File: src/rtl/dmem_port_arbiter_pkg.sv
// Shared types and constants for the two-port data-cache arbiter.
package dmem_port_arbiter_pkg;

  localparam int WORD_ADDR_W = 30;

  localparam logic PORT_CORE = 1'b0;
  localparam logic PORT_AUX  = 1'b1;

  typedef enum logic [1:0] {
    ST_IDLE = 2'd0,
    ST_WAIT = 2'd1,
    ST_RESP = 2'd2
  } arb_state_e;

endpackage

File: src/rtl/dmem_port_arbiter_rr_picker.sv
// Winner selection between core and aux ports, with a streak counter that
// forces the aux port in after CORE_STREAK_MAX back-to-back core grants.
module dmem_rr_picker
  import dmem_port_arbiter_pkg::*;
#(
  parameter int CORE_STREAK_MAX = 4,
  parameter int CNT_W           = 8
) (
  input  logic clk_i,
  input  logic rst_i,
  input  logic req0_i,
  input  logic req1_i,
  input  logic grant_i,
  output logic winner_o
);

  logic [CNT_W-1:0] streak_q;
  logic [CNT_W-1:0] streak_d;

  always_comb begin
    winner_o = PORT_CORE;
    if (!req0_i || (req1_i && (streak_q == CNT_W'(CORE_STREAK_MAX))))
      winner_o = PORT_AUX;
  end

  // Streak only counts core grants that actually made the aux port wait.
  always_comb begin
    streak_d = streak_q;
    if (!req1_i) begin
      streak_d = '0;
    end else if (grant_i) begin
      if (winner_o == PORT_AUX)
        streak_d = '0;
      else if (streak_q < CNT_W'(CORE_STREAK_MAX))
        streak_d = streak_q + CNT_W'(1);
    end
  end

  always_ff @(posedge clk_i or posedge rst_i) begin
    if (rst_i) streak_q <= '0;
    else       streak_q <= streak_d;
  end

endmodule

File: src/rtl/dmem_port_arbiter.sv
// Shares one data-cache port between the core memory stage (port 0) and an
// auxiliary master (port 1); req/ack sequencing with busy stalls and timeout.
module dmem_port_arbiter
  import dmem_port_arbiter_pkg::*;
#(
  parameter int CORE_STREAK_MAX = 4,
  parameter int TIMEOUT_CYCLES  = 255,
  parameter int CNT_W           = 8
) (
  input  logic                   clk_i,
  input  logic                   rst_i,
  input  logic                   req0_i,
  input  logic [3:0]             we0_i,
  input  logic [WORD_ADDR_W-1:0] addr0_i,
  input  logic [31:0]            wdata0_i,
  output logic [31:0]            rdata0_o,
  output logic                   busy0_o,
  input  logic                   req1_i,
  input  logic [3:0]             we1_i,
  input  logic [WORD_ADDR_W-1:0] addr1_i,
  input  logic [31:0]            wdata1_i,
  output logic [31:0]            rdata1_o,
  output logic                   busy1_o,
  output logic                   mem_req_o,
  output logic [3:0]             mem_we_o,
  output logic [WORD_ADDR_W-1:0] mem_addr_o,
  output logic [31:0]            mem_wdata_o,
  input  logic [31:0]            mem_rdata_i,
  input  logic                   mem_ack_i,
  output logic                   err_o,
  output logic                   owner_o
);

  arb_state_e             state_q, state_d;
  logic                   mem_req_q, mem_req_d;
  logic [3:0]             mem_we_q, mem_we_d;
  logic [WORD_ADDR_W-1:0] mem_addr_q, mem_addr_d;
  logic [31:0]            mem_wdata_q, mem_wdata_d;
  logic [31:0]            rdata0_q, rdata0_d;
  logic [31:0]            rdata1_q, rdata1_d;
  logic                   err_q, err_d;
  logic                   owner_q, owner_d;
  logic [CNT_W-1:0]       tmo_q, tmo_d;

  logic any_req;
  logic grant;
  logic winner;

  assign any_req = req0_i | req1_i;
  assign grant   = (state_q == ST_IDLE) && any_req;

  dmem_rr_picker #(
    .CORE_STREAK_MAX(CORE_STREAK_MAX),
    .CNT_W          (CNT_W)
  ) u_picker (
    .clk_i   (clk_i),
    .rst_i   (rst_i),
    .req0_i  (req0_i),
    .req1_i  (req1_i),
    .grant_i (grant),
    .winner_o(winner)
  );

  always_comb begin
    state_d     = state_q;
    mem_req_d   = mem_req_q;
    mem_we_d    = mem_we_q;
    mem_addr_d  = mem_addr_q;
    mem_wdata_d = mem_wdata_q;
    rdata0_d    = rdata0_q;
    rdata1_d    = rdata1_q;
    err_d       = 1'b0;
    owner_d     = owner_q;
    tmo_d       = tmo_q;

    case (state_q)
      ST_IDLE: begin
        if (any_req) begin
          owner_d     = winner;
          mem_we_d    = (winner == PORT_AUX) ? we1_i    : we0_i;
          mem_addr_d  = (winner == PORT_AUX) ? addr1_i  : addr0_i;
          mem_wdata_d = (winner == PORT_AUX) ? wdata1_i : wdata0_i;
          mem_req_d   = 1'b1;
          tmo_d       = '0;
          state_d     = ST_WAIT;
        end
      end
      ST_WAIT: begin
        // An ack in the final timeout cycle still completes normally.
        if (mem_ack_i) begin
          if (owner_q == PORT_AUX) rdata1_d = mem_rdata_i;
          else                     rdata0_d = mem_rdata_i;
          mem_req_d = 1'b0;
          tmo_d     = '0;
          state_d   = ST_RESP;
        end else if (tmo_q == CNT_W'(TIMEOUT_CYCLES - 1)) begin
          if (owner_q == PORT_AUX) rdata1_d = '0;
          else                     rdata0_d = '0;
          err_d     = 1'b1;
          mem_req_d = 1'b0;
          tmo_d     = '0;
          state_d   = ST_RESP;
        end else begin
          tmo_d = tmo_q + CNT_W'(1);
        end
      end
      ST_RESP: state_d = ST_IDLE;
      default: state_d = ST_IDLE;
    endcase
  end

  always_ff @(posedge clk_i or posedge rst_i) begin
    if (rst_i) begin
      state_q     <= ST_IDLE;
      mem_req_q   <= 1'b0;
      mem_we_q    <= '0;
      mem_addr_q  <= '0;
      mem_wdata_q <= '0;
      rdata0_q    <= '0;
      rdata1_q    <= '0;
      err_q       <= 1'b0;
      owner_q     <= PORT_CORE;
      tmo_q       <= '0;
    end else begin
      state_q     <= state_d;
      mem_req_q   <= mem_req_d;
      mem_we_q    <= mem_we_d;
      mem_addr_q  <= mem_addr_d;
      mem_wdata_q <= mem_wdata_d;
      rdata0_q    <= rdata0_d;
      rdata1_q    <= rdata1_d;
      err_q       <= err_d;
      owner_q     <= owner_d;
      tmo_q       <= tmo_d;
    end
  end

  assign busy0_o = req0_i && !((state_q == ST_RESP) && (owner_q == PORT_CORE));
  assign busy1_o = req1_i && !((state_q == ST_RESP) && (owner_q == PORT_AUX));

  assign mem_req_o   = mem_req_q;
  assign mem_we_o    = mem_we_q;
  assign mem_addr_o  = mem_addr_q;
  assign mem_wdata_o = mem_wdata_q;
  assign rdata0_o    = rdata0_q;
  assign rdata1_o    = rdata1_q;
  assign err_o       = err_q;
  assign owner_o     = owner_q;

endmodule

File: config.mk
export PLATFORM = sky130hd
export DESIGN_NAME = dmem_port_arbiter
export DESIGN_NICKNAME = d
export VERILOG_FILES = /design/src/rtl/dmem_port_arbiter_pkg.sv /design/src/rtl/dmem_port_arbiter_rr_picker.sv /design/src/rtl/dmem_port_arbiter.sv
export SDC_FILE = /design/constraint.sdc
export NUM_CORES = 1
export LEC_CHECK = 0
export ABC_AREA = 1
export CORE_MARGIN = 2
export CORE_UTILIZATION = 25
export DETAILED_ROUTE_END_ITERATION = 6
export MAX_ROUTING_LAYER = met4
export PLACE_DENSITY = 0.56
export REMOVE_ABC_BUFFERS = 1
export SYNTH_ARGS = -nofsm -noshare
export SYNTH_HDL_FRONTEND = slang
export SYNTH_HIERARCHICAL = 1
export SYNTH_SLANG_ARGS = --single-unit
File: constraint.sdc
create_clock -name clk_i -period 5.4 [get_ports clk_i]
set_input_delay 1.35 -clock clk_i [delete_from_list [all_inputs] [get_ports clk_i]]
set_output_delay 1.35 -clock clk_i [all_outputs]
set_load 0.005 [all_outputs]
==> impl_summary.txt <==
----------------------------------------------------
[Run status]
  Result of the run ... complete, no violations

[Drt]
  Antenna-violating nets left ... 0
  Final routed DRC violation total ... 0
  Via count of the routed design ... 6,424
  Detailed-router iteration count before antenna repair ... 5
  Detail-routed via count per cell ... 4.52
  Final wirelength ... 22,500 um
  Iteration-0 DRC Markers ... 393
  Average wire length per cell after detail routing ... 15.8 um

[GRT]
  Overall routing resource usage ... 0.162
  First-pass GRT wire length ... 35,500 um
  Residual overflow from global routing ... 0
  Number of antenna violations at the first check in global routing ... 0
  Via count of the first global-routing pass ... 6,435
  Pin count of the biggest net entering global routing ... 91

[Floorplanning]
  Starting Density ... 0.255
  Total number of placement rows ... 60
  Area enclosed by the die boundary ... 28,800 sq um
  Core ar. ... 27,000 sq um
  Die Y-Extent ... 170 um
  Die width ... 170 um
  I/O pin total ... 304

[Critical path]
  Cells along the critical path ... clkdlybuf4s50_1 > o21ai_0 > inv_1 > clkdlybuf4s50_1
  Delay of the slowest cell on the worst path ... 0.56 ns
  Crit-path slowest cell ... sky130_fd_sc_hd__clkdlybuf4s50_1
  Highest net fanout along the worst path ... 6
  Most prevalent standard cell on the critical path ... sky130_fd_sc_hd__clkdlybuf4s50_1
  Critical Setup Path Class ... primary input to primary output
  CP Data Required Time ... 4.05 ns
  Startpoint kind of the worst setup timing path ... primary input
  Worst setup EP type ... primary output
  Top delay family on crit path ... buffers and inverters
  Critical path arrival ... 2.60 ns
  Buffers & Inverters on Critical Path ... 3

[Synth]
  Post-synth ARST share ... 1.00
  Number of storage elements in the synthesis netlist ... 151
  Post-synthesis instance area ... 6860 sq um
  Synthesized area per cell ... 8.64 sq um
  Cells after synthesis ... 794
  Post-synth top area cell ... sky130_fd_sc_hd__dfrtp_1
  Post-synth EDFFs ... 0
  Synth warn ... 6
  Share of the yosys chip area belonging to registers ... 0.551
  Area share of the largest cell type after synthesis ... 0.551
  Number of distinct library cells after synthesis ... 24
  Most area-consuming cells after synthesis ... sky130_fd_sc_hd__dfrtp_1, sky130_fd_sc_hd__nand2_1, sky130_fd_sc_hd__a31oi_1
  Top_reg_cell synth ... sky130_fd_sc_hd__dfrtp_1

[Clocking]
  Clock-pin slew of the registers on the worst-case setup and hold paths ... 0.06 ns
  Cts repair resizes ... 0
  Number of buffers added to fix hold violations after cts ... 0
  Count of clock tree sinks ... 151
  Cell chosen for the clock root ... sky130_fd_sc_hd__clkbuf_16
  CTS H-tree depth ... 4
  Insertion delay of the later-clocked pin in the worst-skew pair ... 0.42 ns
  Number of buffers added by the clock tree synthesis step ... 17
  TritonCTS clock tree ... yes
  Setup fix buffers added after clock tree synthesis ... 0
  Clock Path Buffers ... 2

[Cells and area]
  Number of filler instances in the final layout ... 2,744
  Share of final-layout standard cells stronger than drive strength 1 ... 0.0833
  Final cell count without fillers ... 1,422
  Ant diodes ... 0
  Fraction of the core area covered by cells at the end of the flow ... 0.396
  Layout Nets ... 1,244
  Layout-stage area growth over the synthesis result ... 55.5%

[STA]
  Part of the cycle the worst path needs ... 0.731
  Clock period minus final worst setup slack ... 3.95 ns
  Unrepaired setup endpoints after global routing ... false
  Finish-stage setup viols ... 0
  Max Freq ... 253 MHz
  Fin Hold WS ... 0.468 ns
  Pin slew with the least headroom to its limit ... 0.881 ns
  Tightest slew margin relative to the limit ... 0.412
  Hold Vio Cnt, Final ... 0
  Clock skew after layout ... 0.0139 ns
  TNS Setup ... 0 ns
  Final count of pins violating max slew ... 0

[Power]
  Static Leakage ... 4.72 nW
  Switching part of the total ... 0.344
  Sequential Power Share ... 0.355
  Maximum resistive drop on vdd ... 0.000153 V
  Internal power contribution ... 3.53 mW
  Share of total power in the clock network ... 0.217
  Power dissipated by switching net loads ... 1.85 mW
  Part of the power in combinational logic ... 0.428
  Power density normalized to cell area ... 505 nW/um^2

[Placement]
  Final GP Congestion ... 0.756
  Dpl hpwl ... 15,500 um
  PortBufs ... 303
  Cell count after placement ... 1,393

[Worst hold path]
  Hold/Removal Path Class ... flip-flop to flip-flop

[Run]
  Max Cap Violations ... 0

----------------------------------------------------
## metrics by stage
step | setup WS [ns] | total power [mW] | area [sq um]
after floorplan | 0.212 | 2.81 | 6570
after global routing | 1.38 | 5.80 | 10700
after CTS | 1.45 | 5.47 | 10700
final | 1.45 | 5.38 | 10700
after global placement | 1.46 | 4.25 | 10100
after detailed placement | 1.45 | 4.27 | 10100
## power by group through the flow
stage          sequential, mW  clock (mW)  combinational [mW]
5_1_grt                  1.98        1.26                2.56
6_report                 1.91        1.17                2.30
3_3_place_gp             1.91           0                2.34
4_1_cts                  1.92        1.20                2.35
3_5_place_dp             1.93           0                2.34
2_1_floorplan            1.97           0               0.838
## layout by cell type (no fill, tap or decap), types with 2 or more instances in the layout
cell type,count
sky130_fd_sc_hd__clkdlybuf4s50_1,302
sky130_fd_sc_hd__nand2_1,269
sky130_fd_sc_hd__dfrtp_1,151
sky130_fd_sc_hd__nor2_1,86
sky130_fd_sc_hd__a31oi_1,66
sky130_fd_sc_hd__nand4_1,65
sky130_fd_sc_hd__nand2_2,34
sky130_fd_sc_hd__inv_1,25
sky130_fd_sc_hd__clkbuf_16,17
sky130_fd_sc_hd__buf_4,10
sky130_fd_sc_hd__nand3_1,9
sky130_fd_sc_hd__o21ai_0,8
sky130_fd_sc_hd__nor2_4,4
sky130_fd_sc_hd__inv_2,4
sky130_fd_sc_hd__ha_1,4
sky130_fd_sc_hd__clkinvlp_4,4
sky130_fd_sc_hd__xor2_1,3
sky130_fd_sc_hd__clkinv_2,3
sky130_fd_sc_hd__nand2_4,2
sky130_fd_sc_hd__nand3_4,2
sky130_fd_sc_hd__inv_6,2
sky130_fd_sc_hd__bufinv_16,2
sky130_fd_sc_hd__clkinv_4,2
## cell type report
cell class	instances	area, sq um	share of cell area
Sequential cell	151	3780	0.354
Timing Repair Buffer	313	3100	0.291
Multi-Input combinational cell	557	2680	0.251
Tap cell	341	427	0.0400
Clock buffer	17	425	0.0399
Clock inverter	12	131	0.0123
Inverter	31	124	0.0116
## worst min-delay path, delay by kind of cell, from the launching register on
family / cells / cell delay (ns)
flip-flops: 1 / 0.34
AND/OR/NAND/NOR: 2 / 0.09
## final timing paths
| kind | from | endpoint | slack (ns) | cells after the start |
|---|---|---|---|---|
| worst max register to register | u_picker/streak_q[0]$_DFFE_PP0P_ | mem_wdata_o[19]$_DFFE_PP0P_ | 3.21 | 10 |
| worst min-delay path | rdata1_o[15]$_DFFE_PP0P_ | rdata1_o[15]$_DFFE_PP0P_ | 0.47 | 2 |
| min in group asynchronous | rst_i | u_picker/streak_q[0]$_DFFE_PP0P_ | 1.33 | 2 |
| worst min register to register | rdata1_o[15]$_DFFE_PP0P_ | rdata1_o[15]$_DFFE_PP0P_ | 0.47 | 2 |
| max in group asynchronous | rst_i | rdata1_o[21]$_DFFE_PP0P_ | 2.89 | 3 |
| worst max-delay path | req1_i | busy1_o | 1.45 | 4 |
## layer usage
metal  global-route usage  wire [um]  up-vias
li1                     -          -     3176
met1                0.205       9920     2985
met2                0.255      10400      256
met3               0.0581       2100        7
met4               0.0268         89        0
met5                    -          0        -
## kinds of logic (layout without fill, tap and decap cells)
family | after synthesis | in the layout | synth area share
compound gates | 76 | 76 | 0.0678
xor+xnor | 4 | 4 | 0.00511
fa+ha+maj | 4 | 4 | 0.00730
buf+inv | 86 | 373 | 0.0591
flops | 151 | 151 | 0.551
simple gates | 473 | 473 | 0.310
## sequential cells by signal, indices dropped and copies added, names as in the netlist
signal             flops
state_q                2
mem_we_o               4
rdata0_o              32
mem_wdata_o           32
tmo_q                  8
err_o                  1
mem_addr_o            30
owner_o                1
mem_req_o              1
rdata1_o              32
u_picker/streak_q      8
## cells in the mapped netlist (3+ instances only)
master                       n
sky130_fd_sc_hd__nand3_1     9
sky130_fd_sc_hd__o21ai_0     8
sky130_fd_sc_hd__nor2_1     86
sky130_fd_sc_hd__nand4_1    65
sky130_fd_sc_hd__buf_6       6
sky130_fd_sc_hd__buf_4       3
sky130_fd_sc_hd__inv_1      27
sky130_fd_sc_hd__nand2_2    34
sky130_fd_sc_hd__ha_1        4
sky130_fd_sc_hd__nand2_1   269
sky130_fd_sc_hd__buf_2      21
sky130_fd_sc_hd__xor2_1      3
sky130_fd_sc_hd__a31oi_1    66
sky130_fd_sc_hd__nor2_4      4
sky130_fd_sc_hd__dfrtp_1   151
sky130_fd_sc_hd__clkbuf_1   25
sky130_fd_sc_hd__inv_2       4
(Power assumes the default switching activity.)
